[config.mk]
export PLATFORM = sky130hd
export DESIGN_NAME = spatz_vcfg
export DESIGN_NICKNAME = d
export VERILOG_FILES = /design/src/rtl/spatz_vcfg.sv
export SDC_FILE = /design/constraint.sdc
export NUM_CORES = 1
export LEC_CHECK = 0
export BUFFER_PORTS_ARGS = -buffer_cell sky130_fd_sc_hd__buf_2
export CORE_UTILIZATION = 56
export DETAILED_ROUTE_END_ITERATION = 8
export PLACE_DENSITY = 0.85
export SLEW_MARGIN = 20
export SYNTH_ARGS = -nofsm -noshare
export SYNTH_HDL_FRONTEND = slang
export SYNTH_SLANG_ARGS = --single-unit
[constraint.sdc]
create_clock -name clk_i -period 9.9 [get_ports clk_i]
set_clock_uncertainty 0.1 [all_clocks]
set_input_delay 0.99 -clock clk_i [delete_from_list [all_inputs] [get_ports clk_i]]
set_output_delay 0.99 -clock clk_i [all_outputs]
set_load 0.005 [all_outputs]
[src/rtl/spatz_vcfg.sv]
`default_nettype none
// +--------------------------------------------------------------------------+
// | spatz_vcfg: vsetvl/vsetvli/vsetivli unit; holds vtype, vl and vstart.     |
// | Optional feature macro: SPATZ_FRAC_LMUL_EN (fractional LMUL F2/F4/F8).    |
// | Revision: 1.0                                                            |
// +--------------------------------------------------------------------------+
module spatz_vcfg #(
  parameter int unsigned VLEN    = 256,
  parameter int unsigned ELEN    = 32,
  parameter int unsigned VlWidth = $clog2(VLEN + 1)
) (
  input  logic               clk_i,
  input  logic               rst_i,
  input  logic               req_valid_i,
  output logic               req_ready_o,
  input  logic [31:0]        req_avl_i,
  input  logic [31:0]        req_vtype_i,
  input  logic               req_rs1_is_x0_i,
  input  logic               req_rd_is_x0_i,
  output logic               rsp_valid_o,
  input  logic               rsp_ready_i,
  output logic [31:0]        rsp_vl_o,
  output logic [8:0]         vtype_o,
  output logic [VlWidth-1:0] vl_o,
  output logic [VlWidth-1:0] vstart_o
);

  typedef enum logic [1:0] {
    IDLE = 2'd0,
    CALC = 2'd1,
    RESP = 2'd2
  } state_e;

  localparam logic [8:0]  c_vtype_ill  = 9'h100;
  localparam logic [31:0] c_vlen_bytes = 32'(VLEN / 8);
  localparam logic [2:0]  c_elen_log   = 3'($clog2(ELEN / 8));

  state_e               state_q, state_d;
  logic                 req_ready_q, req_ready_d;
  logic                 rsp_valid_q, rsp_valid_d;
  logic [31:0]          avl_q, avl_d;
  logic [30:0]          raw_q, raw_d;
  logic                 rs1_x0_q, rs1_x0_d;
  logic                 rd_x0_q, rd_x0_d;
  logic [8:0]           vtype_q, vtype_d;
  logic [VlWidth-1:0]   vl_q, vl_d;
  logic [VlWidth-1:0]   vstart_q, vstart_d;
  logic [VlWidth-1:0]   vlmax_q, vlmax_d;
  logic [31:0]          rsp_vl_q, rsp_vl_d;

  // Bit 31 of the raw vtype carries no meaning and is never stored.
  logic unused_vtype_msb;
  assign unused_vtype_msb = req_vtype_i[31];

  logic [2:0]  vlmul;
  logic [2:0]  vsew;
  logic [1:0]  sew_log;
  logic        frac;
  logic        vill;
  logic        keep_vl;
  logic [31:0] base;
  logic [31:0] vlmax;
  logic [31:0] avl_sel;
  logic [31:0] vl_new;
`ifdef SPATZ_FRAC_LMUL_EN
  logic [1:0]  frac_log;
`endif

  always_comb begin
    vlmul   = raw_q[2:0];
    vsew    = raw_q[5:3];
    sew_log = vsew[1:0];
    frac    = vlmul[2];
    vill    = (|raw_q[30:8]) || (vsew > 3'b010) || (vlmul == 3'b100);
    if ((vsew == 3'b010) && (ELEN < 32)) begin
      vill = 1'b1;
    end

    base  = c_vlen_bytes >> sew_log;
    vlmax = base << vlmul[1:0];
`ifdef SPATZ_FRAC_LMUL_EN
    // 101/110/111 encode F8/F4/F2, i.e. a right shift of 4 - vlmul[1:0].
    frac_log = 2'(3'd4 - {1'b0, vlmul[1:0]});
    if (frac) begin
      vlmax = base >> frac_log;
      if (({1'b0, sew_log} + {1'b0, frac_log}) > c_elen_log) begin
        vill = 1'b1;
      end
    end
`else
    if (frac) begin
      vill = 1'b1;
    end
`endif

    keep_vl = rs1_x0_q && rd_x0_q;
    avl_sel = rs1_x0_q ? 32'hFFFF_FFFF : avl_q;
    if (keep_vl) begin
      // Keeping vl is only legal when the ratio SEW/LMUL is unchanged.
      avl_sel = 32'(vl_q);
      if (vlmax != 32'(vlmax_q)) begin
        vill = 1'b1;
      end
    end
    vl_new = (avl_sel <= vlmax) ? avl_sel : vlmax;
  end

  always_comb begin
    state_d  = state_q;
    avl_d    = avl_q;
    raw_d    = raw_q;
    rs1_x0_d = rs1_x0_q;
    rd_x0_d  = rd_x0_q;
    vtype_d  = vtype_q;
    vl_d     = vl_q;
    vstart_d = vstart_q;
    vlmax_d  = vlmax_q;
    rsp_vl_d = rsp_vl_q;

    case (state_q)
      IDLE: begin
        if (req_valid_i) begin
          avl_d    = req_avl_i;
          raw_d    = req_vtype_i[30:0];
          rs1_x0_d = req_rs1_is_x0_i;
          rd_x0_d  = req_rd_is_x0_i;
          state_d  = CALC;
        end
      end
      CALC: begin
        vstart_d = '0;
        if (vill) begin
          vtype_d  = c_vtype_ill;
          vl_d     = '0;
          vlmax_d  = '0;
          rsp_vl_d = '0;
        end else begin
          vtype_d  = {1'b0, raw_q[7:0]};
          vl_d     = vl_new[VlWidth-1:0];
          vlmax_d  = vlmax[VlWidth-1:0];
          rsp_vl_d = vl_new;
        end
        state_d = RESP;
      end
      RESP: begin
        if (rsp_ready_i) begin
          state_d = IDLE;
        end
      end
      default: state_d = IDLE;
    endcase

    req_ready_d = (state_d == IDLE);
    rsp_valid_d = (state_d == RESP);
  end

  always_ff @(posedge clk_i) begin
    if (rst_i) begin
      state_q     <= IDLE;
      req_ready_q <= 1'b1;
      rsp_valid_q <= 1'b0;
      avl_q       <= '0;
      raw_q       <= '0;
      rs1_x0_q    <= 1'b0;
      rd_x0_q     <= 1'b0;
      vtype_q     <= c_vtype_ill;
      vl_q        <= '0;
      vstart_q    <= '0;
      vlmax_q     <= '0;
      rsp_vl_q    <= '0;
    end else begin
      state_q     <= state_d;
      req_ready_q <= req_ready_d;
      rsp_valid_q <= rsp_valid_d;
      avl_q       <= avl_d;
      raw_q       <= raw_d;
      rs1_x0_q    <= rs1_x0_d;
      rd_x0_q     <= rd_x0_d;
      vtype_q     <= vtype_d;
      vl_q        <= vl_d;
      vstart_q    <= vstart_d;
      vlmax_q     <= vlmax_d;
      rsp_vl_q    <= rsp_vl_d;
    end
  end

  assign req_ready_o = req_ready_q;
  assign rsp_valid_o = rsp_valid_q;
  assign rsp_vl_o    = rsp_vl_q;
  assign vtype_o     = vtype_q;
  assign vl_o        = vl_q;
  assign vstart_o    = vstart_q;

endmodule
`default_nettype wire
### Word level (Yosys, flattened, before mapping)

Index checks and enable logic that the tools add are counted.

* equality and inequality tests: 5
* muxes and demuxes: 13
* shifts and indexed selects: 2
* reductions and logical operators: 7
* order comparisons: 2

Operators by type and width (count)
* 32-bit 2-to-1 mux: 4
* 32-bit <= comparator: 1
* 32-bit by 9-bit inequality test with 1-bit output: 1
* 32-bit by 2-bit left shift with 32-bit output: 1
* 6-bit by 2-bit right shift with 32-bit output (first input constant): 1
* 9-bit 2-to-1 mux: 3
* 23-bit OR reduction: 1
* 2-bit case mux with 3 select lines: 1
* 2-bit equality test (second input constant): 2
* 2-bit logical NOT: 2
* 2-bit 2-to-1 mux: 2
* 3-bit equality test (second input constant): 1
* 3-bit by 2-bit greater-than comparator with 1-bit output (second input constant): 1
* 1-bit 2-to-1 mux: 3
* 2-bit by 1-bit equality test with 1-bit output (second input constant): 1
* 1-bit logical OR: 2
* 2-bit AND reduction: 1
* 1-bit logical AND: 1

* bits in registers: 128
* input port bits: 70
* output and inout bits: 61
* word-level logic and storage cells: 40

### Longest topological paths before layout

Gate-level depths: netlist (run 1).

* depth after elaboration: 7
* gate-level depth with buffers: 12
* gate-level depth less buffers: 11

### Least setup slack after synthesis (run 1)

OpenSTA, ideal clock, no wires.

* kind: reg-to-reg
* start: reg raw_q[3]
* end: reg rsp_vl_q[8] (netlist: rsp_vl_o[8])
* data required time: 9683 ps
* path buffers: 1
* data arrival time: 2928 ps
* clock period less this slack: 3145 ps
* stages on the path, launching flop included: 13
* setup time: 117 ps
* setup slack: 6755 ps
* path through: dfxtp_1 > buf_2 > xnor2_1 > and2_1 > inv_1 > ha_1 > and3_1 > nor3b_1 > mux2i_1 > o41a_1 > a21oi_4 > mux2_4 > a22o_1

* cells in the longest elaborated chain, start to end: 7
* elaborated cells between the ends (all ways): 12
* classes of those cells: 2 x order compare; 1 x eq/ne; 2 x shift; 5 x mux; 2 x reduce/logical

RTL lines
* from (decl): line 42 `logic [30:0] raw_q, raw_d;`
* from (signal assigned): line 176 `raw_q <= raw_d;`
* branches (longest 6 deep; another with 32-bit <= comparator)
* 32-bit 2-to-1 mux *: line 132 `if (vill) begin`
* to (signal assigned): line 183 `rsp_vl_q <= rsp_vl_d;`
* to (decl): line 49 `logic [31:0] rsp_vl_q, rsp_vl_d;`

Mark *: on every way between the ends.
A chain may end at the register's enable or synchronous reset.

### Worst setup path in the final report (run 1)

* start: reg rs1_x0_q
* end: reg vl_q[5] (netlist: vl_o[5])

* cells in the longest elaborated chain, start to end: 5
* elaborated cells between the ends (all ways): 7
* classes of those cells: 1 x order compare; 5 x mux; 1 x reduce/logical

RTL lines
* from (decl): line 43 `logic rs1_x0_q, rs1_x0_d;`
* from (signal assigned): line 177 `rs1_x0_q <= rs1_x0_d;`
* 32-bit 2-to-1 mux / 1-bit logical AND (equally long branches): line 97, 96
* 32-bit 2-to-1 mux: line 98 `if (keep_vl) begin`
* 32-bit <= comparator: line 105 `vl_new = (avl_sel <= vlmax) ? avl_sel : vlmax;`
* 32-bit 2-to-1 mux: line 105
* 9-bit 2-to-1 mux *: line 132
* to (signal assigned): line 180 `vl_q <= vl_d;`
* to (decl): line 46 `logic [VlWidth-1:0] vl_q, vl_d;`

Every way passes the cells marked *; elsewhere a longest branch is shown, timed or not.

==> metrics.md, run 1 <==
| Metric | Value |
|---|---|
| Post-cts gate resize count | 0 |
| Post-synth EDFFs | 0 |
| Cell count after placement | 741 |
| PwrDens | 211 nW/um^2 |
| R2r setup slk | 6.20 ns |
| Post-synthesis register bit count | 117 |
| Final instance area | 5870 sq um |
| Final Wtd Congestion | 0.884 |
| Post-layout util | 71.5% |
| Final Setup Violations | 0 |
| Max-slew headroom | 43.6% |
| Worst endpoint required time | between 10 and 15 ns |
| Placement Rows | 33 |
| Critical-path top delay cell | dfxtp_1 |
| Antenna-violating nets left | 0 |
| CTS tree | done |
| Syn Inst Count | about 560 |
| Antenna violations before repair | 0 |
| Clk slew on worst S/H paths | 0.06 ns |
| Chip height | ~94 microns |
| Die area | 8830 sq um |
| Final period util | about 37% |
| Antenna Cells | 0 |
| GRT Total Usage | 24.0% |
| Post-synth top area share | 49.5% |
| Non-Filler Instances | 773 |
| Maximum vdd drop | 0.000137 V |
| Leakage | 2.57 nW |
| Count of hold-fix buffers inserted at cts | 0 |
| Tightest Hold Check Type | flip-flop to flip-flop |
| Period minus WS final | 3.70 ns |
| Num CTS Buffers | 17 |
| Post-synth top cells | 142 x nand2_1, 117 x dfxtp_1, 71 x a21oi_1 |
| Post-synth ARST share | 0% |
| RSZ-0062 raised after global routing | no |
| Critical Path Start Type | flip-flop |
| Max-cap violations | 0 |
| Area Growth Syn to Fin | 24.1% |
| Hold Startpoint | vtype_o[5] |
| Worst Path Arrival | 3.98 ns |
| Ys flop type | dfxtp_1 |
| Clock buffer depth | 2 |
| Outcome | finished, final reports clean |
| Postcts setup bufs | 0 |
| Max incr delay on CP | 0.66 ns |
| Top-count cell post-synth | nand2_1 |
| Dpl hpwl | between 6000 and 7000 microns |
| WP buf/inv | 0 |
| Setup TNS | 0 ns |
| Synth area leader | dfxtp_1 |
| Final Slew Violations | 0 |
| Worst-Skew Late Latency | 0.50 ns |
| Port Buf Inserts | 120 |
| Worst Hold Depth | 1 |
| Critical R2R Capture | vl_o[5] |
| Hold_ws | 0.348 ns |
| Via count | 4101 |
| Synth area leaders | dfxtp_1 49%, nand2_1 11%, a21oi_1 7.5%, and2_1 3.7%, buf_4 3.0% |
| Synth cell types | 56 |
| R2r worst-path depth | 10 |
| IO Count | 131 |
| Register area share after synthesis | 49.5% |
| Nets@finish | 730 |
| Iter 0 DRT Violations | 254 |
| DRC Markers | 0 |
| CTS H-tree depth | 4 |
| Starting density of the core | 57.6% |
| Vias in the first global route | 3686 |
| Root Buffer | clkbuf_8 |
| Critical path class | flip-flop to flip-flop |
| Sequential Area | ~2300 sq um |
| Largest net degree at the start of global routing | 86 |
| Critical path peak fanout | 14 |
| First-pass GRT wire length | 16600 microns |
| First-pass DRT Iterations | 4 |
| Power, Total | 1.24 mW |
| Fill count | ~630 |
| CP Capture Type | flip-flop |
| Via density per instance | 5.31 |
| Final Hold Viols | 0 |
| Placeable Area | 8220 sq um |
| Synth Cell Area | 4730 sq um |
| Reg2Reg Launch Point | rs1_x0_q |
| Multi-input gate area | about 2100 sq um |
| Worst Slack Setup Final | 6.20 ns |
| Chip Width | ~94 microns |
| DR WL/cell | 13.3 microns |
| Hold path endpoint | vtype_o[5] |
| Pre-CTS setup slack | 6.25 ns |
| Clock sinks | roughly 120 |
| GRT overflow | 0 |
| Fmax | 0.270 GHz |
| Layout cell share with drive strength beyond 1 | 25.1% |
| Routed WL | 10200 microns |
| CP Cell Sequence | nand2_1, o22a_1, ha_1, and3_1, nor3b_1, mux2i_1, o41a_1, a21oi_4, mux2_4, a22o_1 |
| Yosys warning total | 0 |
| Dpl cell area | 5260 sq um |
| Crit-path leading delay family | compound AO/OA/AOI/OAI gates |
| Average cell area after synthesis | 8.52 sq um |
| Worst-Margin Slew | 0.847 ns |
-- layout make-up --
class | count | share of cell area [%]
Tap cell | 105 | 2.24
Clock buffer | 19 | 7.35
Clock inverter | 13 | 3.07
Sequential cell | 117 | 39.9
Inverter | 8 | 0.511
Timing Repair Buffer | 123 | 10.6
Multi-Input combinational cell | 388 | 36.4
-- state kept, by name (all words and copies together), names as in the netlist, 2 cells and up --
register and count:
avl_q 32, state_q 2, vtype_o 9, raw_q 31, vlmax_q 7, vl_o 8, rsp_vl_o 24
-- per-layer routing --
| layer | global-route usage, % | vias to the layer above | wire, microns |
|---|---|---|---|
| li1 | - | 2065 | - |
| met1 | 29.7 | 1884 | 4540 |
| met2 | 39.1 | 144 | 4950 |
| met3 | 6.88 | 8 | 630 |
| met4 | 9.87 | 0 | 121 |
| met5 | 0 | - | 0 |
-- where the power goes --
| part | switching [mW] | total (mW) | internal, mW |
|---|---|---|---|
| registers | 0.0145 | 0.504 | 0.490 |
| clock network | 0.207 | 0.621 | 0.414 |
| logic | 0.0667 | 0.115 | 0.0485 |
| total | 0.288 | 1.24 | 0.952 |
-- layout by cell type (no fill, tap or decap), drive strengths merged, types with 4 or more instances in the layout --
| cell | n |
|---|---|
| clkbuf | 19 |
| dfxtp | 117 |
| mux2 | 4 |
| a22oi | 12 |
| clkinv | 5 |
| nor4bb | 6 |
| nand2 | 142 |
| o22a | 6 |
| ha | 5 |
| nor4 | 12 |
| o21ai | 7 |
| buf | 123 |
| nor2 | 30 |
| a21oi | 72 |
| and2 | 28 |
| a22o | 5 |
| inv | 9 |
| nand2b | 6 |
| bufinv | 4 |
| conb | 9 |
-- how the worst max path moves through the flow --
stage / start / depth (start not counted) / endpoint
after floorplan: raw_q[3] / 12 / rsp_vl_o[8]
after global placement: rs1_x0_q / 10 / rsp_vl_o[8]
after detailed placement: rs1_x0_q / 10 / vl_o[7]
after CTS: rs1_x0_q / 10 / vl_o[5]
after global routing: rs1_x0_q / 11 / vl_o[7]
final: rs1_x0_q / 10 / vl_o[5]
-- cells by family after synthesis --
family | synth area share (%)
buf+inv | 6.26
mux | 1.69
xor+xnor | 0.899
fa+ha+maj | 1.53
other cells | 0.0792
flops | 49.5
simple gates | 23.3
compound gates | 16.8
Power figures use the tool's default switching activity.
==> inputs of run 2 (changes only) <==
--- a/config.mk
+++ b/config.mk
@@ -5,10 +5,11 @@
 export SDC_FILE = /design/constraint.sdc
 export NUM_CORES = 1
 export LEC_CHECK = 0
+export ABC_AREA = 1
 export BUFFER_PORTS_ARGS = -buffer_cell sky130_fd_sc_hd__buf_2
-export CORE_UTILIZATION = 56
+export CORE_UTILIZATION = 52
 export DETAILED_ROUTE_END_ITERATION = 8
-export PLACE_DENSITY = 0.85
+export PLACE_DENSITY = 0.79
 export SLEW_MARGIN = 20
 export SYNTH_ARGS = -nofsm -noshare
 export SYNTH_HDL_FRONTEND = slang
==> constraint.sdc (replaced) <==
create_clock -name clk_i -period 3.63 [get_ports clk_i]
set_clock_uncertainty 0.1 [all_clocks]
set_input_delay 0.363 -clock clk_i [delete_from_list [all_inputs] [get_ports clk_i]]
set_output_delay 0.363 -clock clk_i [all_outputs]
set_load 0.005 [all_outputs]
==> run 2 against run 1 <==
  * Via count is 13% higher
  * Worst setup slack lost 5.3 ns
  * Combinational power rose to 3.7 times the previous value
  * Final area rose by 3.0%
  * Total power rose to 2.7 times the previous value
  * Flip-flop and latch count unchanged
==> metrics.md, run 2 <==
| Metric | Value |
|---|---|
| Antenna Cells | 0 |
| Multi-input gate area | 2150 sq um |
| Post-synthesis register bit count | between 100 and 150 |
| Placement Rows | 35 |
| Period minus WS final | 2.75 ns |
| Largest register FFs | 32 |
| Via density per instance | 5.23 |
| Worst-Skew Late Latency | slightly above 0.5 ns |
| Final Setup Violations | 0 |
| Fill count | 780 |
| Vias in the first global route | 4305 |
| Setup TNS | 0 ns |
| Final Hold Viols | 0 |
| CTS tree | done |
| Critical-path top delay cell | dfxtp_1 |
| First-pass GRT wire length | 19300 microns |
| Chip height | a little under 100 microns |
| Syn Inst Count | 654 |
| First-pass DRT Iterations | 5 |
| GRT Total Usage | 24.8% |
| CTS H-tree depth | 4 |
| Power, Total | ~3.4 mW |
| Synth area leader | dfxtp_1 |
| Post-synth ARST share | 0% |
| CP Cell Sequence | nand2_4, o22ai_1, inv_1, ha_1, nand4_1, nor3_1, nand4_2, nand2_4, nand2_1, nand3_1, a21oi_1 |
| Max-cap violations | 0 |
| DRC Markers | 0 |
| Port Buf Inserts | 120 |
| Outcome | finished, final reports clean |
| Post-synth top cells | 149 x nor2_1, 117 x dfxtp_1, 94 x nand2_1 |
| Critical path class | flip-flop to flip-flop |
| Average cell area after synthesis | 7.49 sq um |
| Postcts setup bufs | 0 |
| Synth area leaders | dfxtp_1 48%, nor2_1 11%, nand2_1 7.2%, o21ai_0 7.2%, a21oi_1 3.5% |
| Die area | 9810 sq um |
| Leakage | 2.77 nW |
| Synth cell types | 36 |
| Most frequent CP cell | nand2_4 |
| Placeable Area | 9200 sq um |
| Starting density of the core | between 50% and 60% |
| Largest net degree at the start of global routing | 79 |
| Post-synth EDFFs | 0 |
| Tightest Hold Check Type | input port to flip-flop |
| Final Slew Violations | 0 |
| Worst Path Arrival | 3.02 ns |
| Layout cell share with drive strength beyond 1 | 23.3% |
| DR WL/cell | around 13 microns |
| Via count | 4635 |
| Max incr delay on CP | 0.56 ns |
| Most frequent cells in the layout | 149 x nor2_1, 120 x buf_2, 117 x dfxtp_1 |
| Commonest non-fill, non-tap cell in the layout | nor2_1 |
| Ys flop type | dfxtp_1 |
| Top-count cell post-synth | nor2_1 |
| Count of hold-fix buffers inserted at cts | 10 |
| Post-cts gate resize count | 0 |
| Max-slew headroom | approximately 28% |
| PwrDens | 554 nW/um^2 |
| Area Growth Syn to Fin | 23.6% |
| Antenna violations before repair | 0 |
| CP Capture Type | flip-flop |
| GRT overflow | 0 |
| Critical path peak fanout | 19 |
| Final period util | between 70% and 80% |
| Worst endpoint required time | 3.90 ns |
| Root Buffer | clkbuf_8 |
| Antenna-violating nets left | 0 |
| IO Count | 131 |
| WP buf/inv | 1 |
| Clock sinks | 117 |
| Clk slew on worst S/H paths | 0.06 ns |
| Crit-path leading delay family | simple AND/OR/NAND/NOR gates |
| Dpl hpwl | 7670 microns |
| Worst-Margin Slew | ~1.1 ns |
| Sequential Area | 2340 sq um |
| Iter 0 DRT Violations | 195 |
| Fmax | approximately 0.36 GHz |
| Final Wtd Congestion | 0.958 |
| Nets@finish | around 840 |
| RSZ-0062 raised after global routing | no |
| Yosys warning total | 0 |
| Num CTS Buffers | 17 |
| Chip Width | 99.0 microns |
| Routed WL | 11700 microns |
| Critical Path Start Type | flip-flop |
| Clock buffer depth | 2 |
| Register area share after synthesis | 47.8% |
| Maximum vdd drop | just under 0.0004 V |
| Synth Cell Area | 4900 sq um |
| Largest reg by FF count | avl_q |
| Post-synth top area share | 47.8% |
-- run 2: changes by cell type after synthesis, moves of 7 or more --
| cell | before | now |
|---|---|---|
| nand3_1 | 1 | 33 |
| nand2_1 | 142 | 94 |
| o31ai_1 | 0 | 8 |
| inv_1 | 8 | 34 |
| a21oi_1 | 71 | 34 |
| nor2_1 | 29 | 149 |
| nor4_1 | 12 | 5 |
| a22oi_1 | 12 | 0 |
| and2_1 | 28 | 0 |
| o21ai_0 | 5 | 70 |
-- run 2: cell families (layout without fill, tap and decap cells) --
logic type | count (synthesis) | count (layout) | synth area share (%)
buffers and inverters | 91 | 205 | 8.99
DFF | 117 | 117 | 47.8
AOI/OAI and AO/OA | 126 | 126 | 14.0
other | 1 | 9 | 0.0766
and+or+nand+nor | 309 | 309 | 27.0
xor gates and xnor gates | 5 | 5 | 0.894
adders and majority gates | 5 | 5 | 1.28
-- run 2: where the power goes --
group / leakage, nW / total (mW) / switching (mW) / internal, mW
combinational: 1.56 / 0.428 / 0.266 / 0.161
sequential: 0.958 / 1.40 / 0.0463 / 1.36
clock: 0.254 / 1.52 / 0.612 / 0.908
-- run 2: per-layer routing --
layer | track usage (%) | vias to the layer above | wire length, microns
li1 | - | 2317 | -
met1 | 27.8 | 2115 | 4820
met2 | 43.6 | 172 | 5710
met3 | 7.87 | 31 | 826
met4 | 10.1 | 0 | 294
met5 | 0 | - | 0
-- run 2: final timing paths --
| check | from | endpoint | slack [ns] | cells past startpoint |
|---|---|---|---|---|
| setup / recovery | rs1_x0_q | vl_o[3] | 0.88 | 11 |
| hold / removal | req_avl_i[23] | avl_q[23] | 0.006 | 3 |
| setup reg to reg | rs1_x0_q | vl_o[3] | 0.88 | 11 |
| hold reg to reg | rsp_vl_o[11] | rsp_vl_o[11] | 0.34 | 2 |
-- run 2: worst min-delay path, stage by stage --
cell and delay [ns]:
buf_2 0.07, o21ai_0 0.07, nor2_1 0.08
-- run 2: layout make-up --
type                    count  share of cell area (%)
clock buffers              17                    6.84
well taps                 111                    2.29
inverters                  39                    2.42
clock inverters            15                    2.19
multi-input cells         454                    35.5
repair buffers            134                    12.1
flip-flops and latches    117                    38.7
-- run 2: through the flow --
stage          util (%)  hold slack [ns]  instance area (sq um)  instances  setup slack (ns)
6_report           65.8          0.00620                   6050        887             0.882
5_1_grt            65.8           0.0124                   6050        887             0.612
4_1_cts            65.8        0.0000422                   6050        887             0.906
3_5_place_dp       58.8            0.326                   5410        845              1.02
3_3_place_gp       58.8            0.323                   5410        845              1.09
2_1_floorplan         -            0.329                   4930        662              1.31
